File: config.mk
export PLATFORM = sky130hd
export DESIGN_NAME = cdf_histogram_fetch
export DESIGN_NICKNAME = d
export VERILOG_FILES = /design/src/rtl/cdf_histogram_fetch.sv
export SDC_FILE = /design/constraint.sdc
export NUM_CORES = 1
export LEC_CHECK = 0
export ABC_AREA = 1
export BUFFER_PORTS_ARGS = -buffer_cell sky130_fd_sc_hd__buf_2
export CORE_AREA = 2 2 114 116
export CTS_CLUSTER_SIZE = 14
export DETAILED_ROUTE_END_ITERATION = 12
export DIE_AREA = 0 0 116 118
export PLACE_DENSITY = 0.74
export SYNTH_ARGS = -nofsm -noshare
export SYNTH_HDL_FRONTEND = slang
export SYNTH_SLANG_ARGS = --single-unit
File: constraint.sdc
create_clock -name clock -period 2 [get_ports clock]
set_clock_uncertainty 0.2 [all_clocks]
set_input_delay 0.2 -clock clock [delete_from_list [all_inputs] [get_ports clock]]
set_output_delay 0.2 -clock clock [all_outputs]
set_load 0.01 [all_outputs]
File: src/rtl/cdf_histogram_fetch.sv
// Head of the CDF pipeline: streams histogram bins from a synchronous read port and
// presents them, with their CDF store addresses, to the accumulate stage in framed runs.
module cdf_histogram_fetch #(
    parameter int DATA_WIDTH = 16,
    parameter int ADDR_WIDTH = 16
) (
    input  logic                  clock,
    input  logic                  reset,
    input  logic                  Go,
    input  logic                  Abort,
    input  logic [ADDR_WIDTH-1:0] HistBase,
    input  logic [ADDR_WIDTH-1:0] CdfBase,
    input  logic [ADDR_WIDTH-1:0] BinCount,
    output logic                  MemReadEn,
    output logic [ADDR_WIDTH-1:0] MemReadAddr,
    input  logic [DATA_WIDTH-1:0] MemReadData,
    output logic [DATA_WIDTH-1:0] AccumlateOut,
    output logic                  StartOut,
    output logic [ADDR_WIDTH-1:0] StoreAddressOut,
    output logic                  Busy,
    output logic                  Done
);

    typedef enum logic [1:0] {
        IDLE  = 2'd0,
        READ  = 2'd1,
        DRAIN = 2'd2
    } state_t;

    state_t                  r_state;
    state_t                  w_state_nxt;
    logic [ADDR_WIDTH-1:0]   r_hist_base;
    logic [ADDR_WIDTH-1:0]   r_cdf_base;
    logic [ADDR_WIDTH-1:0]   r_count;
    logic [ADDR_WIDTH-1:0]   r_idx;
    logic [ADDR_WIDTH-1:0]   r_idx_p0;
    logic                    r_vld_p0;
    logic                    r_start;
    logic [DATA_WIDTH-1:0]   r_accum;
    logic [ADDR_WIDTH-1:0]   r_store;
    logic                    r_done;
    logic                    w_accept;
    logic                    w_abort;
    logic                    w_last_issue;
    logic                    w_done_nxt;
    logic                    w_emit;

    assign w_accept     = (r_state == IDLE) && Go && !Abort;
    assign w_abort      = (r_state != IDLE) && Abort;
    assign w_last_issue = (r_idx == (r_count - ADDR_WIDTH'(1)));
    // Read data is only consumed the cycle after its strobe; an abort discards it.
    assign w_emit       = r_vld_p0 && !w_abort;

    always_comb begin
        w_state_nxt = r_state;
        w_done_nxt  = 1'b0;
        case (r_state)
            IDLE: begin
                if (w_accept) begin
                    if (BinCount != '0) w_state_nxt = READ;
                    else                w_done_nxt  = 1'b1;
                end
            end
            READ: begin
                if (Abort)             w_state_nxt = IDLE;
                else if (w_last_issue) w_state_nxt = DRAIN;
            end
            DRAIN: begin
                if (Abort) begin
                    w_state_nxt = IDLE;
                end else if (!r_vld_p0) begin
                    w_state_nxt = IDLE;
                    w_done_nxt  = 1'b1;
                end
            end
            default: w_state_nxt = IDLE;
        endcase
    end

    always_ff @(posedge clock) begin
        if (reset) begin
            r_state     <= IDLE;
            r_hist_base <= '0;
            r_cdf_base  <= '0;
            r_count     <= '0;
            r_idx       <= '0;
            r_idx_p0    <= '0;
            r_vld_p0    <= 1'b0;
            r_start     <= 1'b0;
            r_accum     <= '0;
            r_store     <= '0;
            r_done      <= 1'b0;
        end else begin
            r_state <= w_state_nxt;
            r_done  <= w_done_nxt;
            if (w_accept) begin
                r_hist_base <= HistBase;
                r_cdf_base  <= CdfBase;
                r_count     <= BinCount;
                r_idx       <= '0;
            end else if (r_state == READ) begin
                r_idx <= r_idx + ADDR_WIDTH'(1);
            end
            r_vld_p0 <= (r_state == READ) && !Abort;
            r_idx_p0 <= r_idx;
            r_start  <= w_emit;
            r_accum  <= w_emit ? MemReadData : '0;
            r_store  <= w_emit ? (r_cdf_base + r_idx_p0) : '0;
        end
    end

    assign MemReadEn       = (r_state == READ);
    assign MemReadAddr     = MemReadEn ? (r_hist_base + r_idx) : '0;
    assign AccumlateOut    = r_accum;
    assign StartOut        = r_start;
    assign StoreAddressOut = r_store;
    assign Busy            = (r_state != IDLE);
    assign Done            = r_done;

endmodule

==> results.yml <==
drt:
  wl_met3_um: 1190
  drtAntennaViolNets: 0
  met1Wirelength_um: 7780
  viasPerCell: 5.07
  top_layer: "met4"
  first_pass_iters: 5
  wl_met2_um: 9570
  drt_iter0_drc: 607
  drc: 0
  totalWireLength_um: 19200
  wire_per_inst_um: 14.4
  num_vias: 6752
clock_tree:
  max-clock-path-buffers: 2
  cts_max_level: 4
  clk_pin_slew_ps: 60
  tritoncts: "yes"
  cts-root-buf: "clkbuf_16"
  numClockSinks: 117
  clk_latency_ps: 420
  cts_buffers: 17
floorplanning:
  io_pins: 120
  fp.dieW_um: 116
  die_y_um: 118
  dieArea_sq_um: 13700
  rows: 41
  initial_core_util_pct: 49.0
  coreArea_sq_um: 12400
setup_path:
  cp-end-kind: "output pin"
  worst_ep_required_time_ps: 1600
  critPathMaxFanout: 3
  rr_startpoint: "r_cdf_base[1]"
  cp-startpoint: "r_idx[0]"
  cp.arrival_ps: 2430
  critPathKind: "register to output pin"
  cp-start-kind: "register"
timing:
  period_share_pct: 142
  setup_viol: 16
  hold_viol_final: 0
  fin_crit_ps: 2830
  relSlewSlack_pct: 69.0
  layout_setup_ws_ps: -830
  max_freq_mhz: 353
  worst_pin_slew_ps: 465
  grt_setup_unrepaired: "true"
  slew_viol_final: 0
synth:
  synth_edf_count: 0
  synthTopCellsByCount: "nor2_1 (186), nand2_1 (140), dfxtp_1 (117), inv_1 (107), o21ai_0 (82)"
  synthTopCellsByArea: "dfxtp_1 (38%), nor2_1 (11%), nand2_1 (8.6%), o21ai_0 (6.7%), inv_1 (6.6%)"
  yosysWarnings: 0
  yosysSeqAreaShare_pct: 38.5
  syn_area_sq_um: 6090
  ys_types: 37
  synthArstFlopShare_pct: 0
  yosysMostFrequentCell: "nor2_1"
  synth_seq_cells: 117
  syn_nets: 984
  netlist.area_leader.share_pct: 38.5
  synthFlopType: "dfxtp_1"
  avgSynthCellArea_sq_um: 6.90
  post-synth-top-area-cell: "dfxtp_1"
  synth_cells: 882
global_route:
  grt_max_degree: 51
  grtUsageTotal_pct: 27.0
  antenna_found_initial: 0
  grt_pass1_vias: 6419
  overflow: 0
  grt_pass1_wl_um: 29000
final_layout:
  final_core_util_pct: 73.8
  syn_to_final_growth_pct: 50.4
  fin_area_sq_um: 9160
  layout-drive-gt1-share_pct: 29.9
  antennaDiodeCount: 0
  nets: 1251
worst_hold_path:
  hp-start: "Go"
  hold_class: "input port to register"
power_and_ir_drop:
  power_w: 0.00654
  ir_drop_mv: 0.728
  power.leakage_nw: 4.41
  power_density_nw_per_um2: 714
placement:
  io_buffers: 119
  finalWeightedCongestion: 0.953
  placed_area_sq_um: 7440
  hpwl_um: 12200
outcome:
  violations: "setup timing"
  status: "complete, but fails checks"
job:
  drv_cap: 0
-- logic make-up after synthesis --
| family | Yosys count | synth area share [%] |
|---|---|---|
| compound gates | 177 | 15.1 |
| buf+inv | 133 | 8.34 |
| flops | 117 | 38.5 |
| fa+ha+maj | 34 | 7.23 |
| xor+xnor | 20 | 3.33 |
| simple gates | 401 | 27.5 |
-- power by group --
group	switching (W)	internal (W)
logic	0.000540	0.000452
clock network	0.00108	0.00198
registers	0.0000695	0.00241
total	0.00169	0.00485
-- registers in the layout, indices dropped and copies added (netlist names) --
register / cells
AccumlateOut: 16
r_cdf_base: 16
r_count: 16
r_vld_p0: 1
r_idx_p0: 16
StoreAddressOut: 16
r_idx: 16
r_state: 2
StartOut: 1
Done: 1
r_hist_base: 16
-- cells in the final DEF, fill, tap and decap left out, drive strengths merged, types with 2 or more instances in the layout --
cell           n
buf          206
nand4          5
xnor3          2
fa             2
clkbuf        19
nand3         47
clkinvlp       2
ha            32
dlygate4sd3   66
nor4           2
a211oi         2
nor2         190
bufinv         3
inv          112
clkinv         4
o21bai         3
o21ai         85
and3           2
a21oi         79
o21a           3
nand2        142
dfxtp        117
xor2          11
nor3           9
nand3b         2
xnor2          7
a21o           2
-- worst paths after layout --
kind                              to  slack, ps  cells past startpoint
setup / recovery     MemReadAddr[12]       -830                     12
hold reg to reg      r_hist_base[11]        290                      2
hold / removal         r_cdf_base[1]         60                      4
setup reg to reg  StoreAddressOut[9]          0                     10
-- through the flow --
stage	worst slack, ps	setup TNS, ps	cells	hold WS [ps]
floorplan	-138	-302	882	79.3
detailed placement	-243	-1570	1220	218
finish	-830	-7390	1333	62.6
CTS	-681	-6010	1320	48.9
global route	-878	-9260	1333	95.3
global placement	-221	-1310	1220	212
-- timing repair --
item | 4_1_cts | 5_1_grt
cloned | 0 | 0
pin swaps | 24 | 40
resized for setup | 45 | 71
setup buffers | 3 | 14
endpoints found under the hold margin | 81 | 0
setup endpoints to repair | 22 | 30
hold buffers | 66 | 0
-- final cells by class --
type	count	area, sq um
clock buffer	19	443
clock inverter	12	153
fill	929	3260
inverter	109	414
multi-input combinational	632	3610
sequential	117	2370
tap	172	215
timing repair buffer	272	1950
-- metal layers --
layer	vias up	track usage [%]
met5	-	0
met4	0	10.5
met3	52	7.26
met2	246	46.8
met1	3087	31.3
li1	3367	-
-- critical path, cell delays in order (launching register included) --
cell and delay (ps):
dfxtp_4 350, ha_4 160, fa_2 350, nand2_2 70, inv_2 30, o21ai_1 100
nand2_1 100, buf_4 160, nand2_2 70, o2111ai_2 100, xnor2_1 170, nor2_1 160
buf_2 170
No activity file was read; power rests on OpenSTA's default activity.
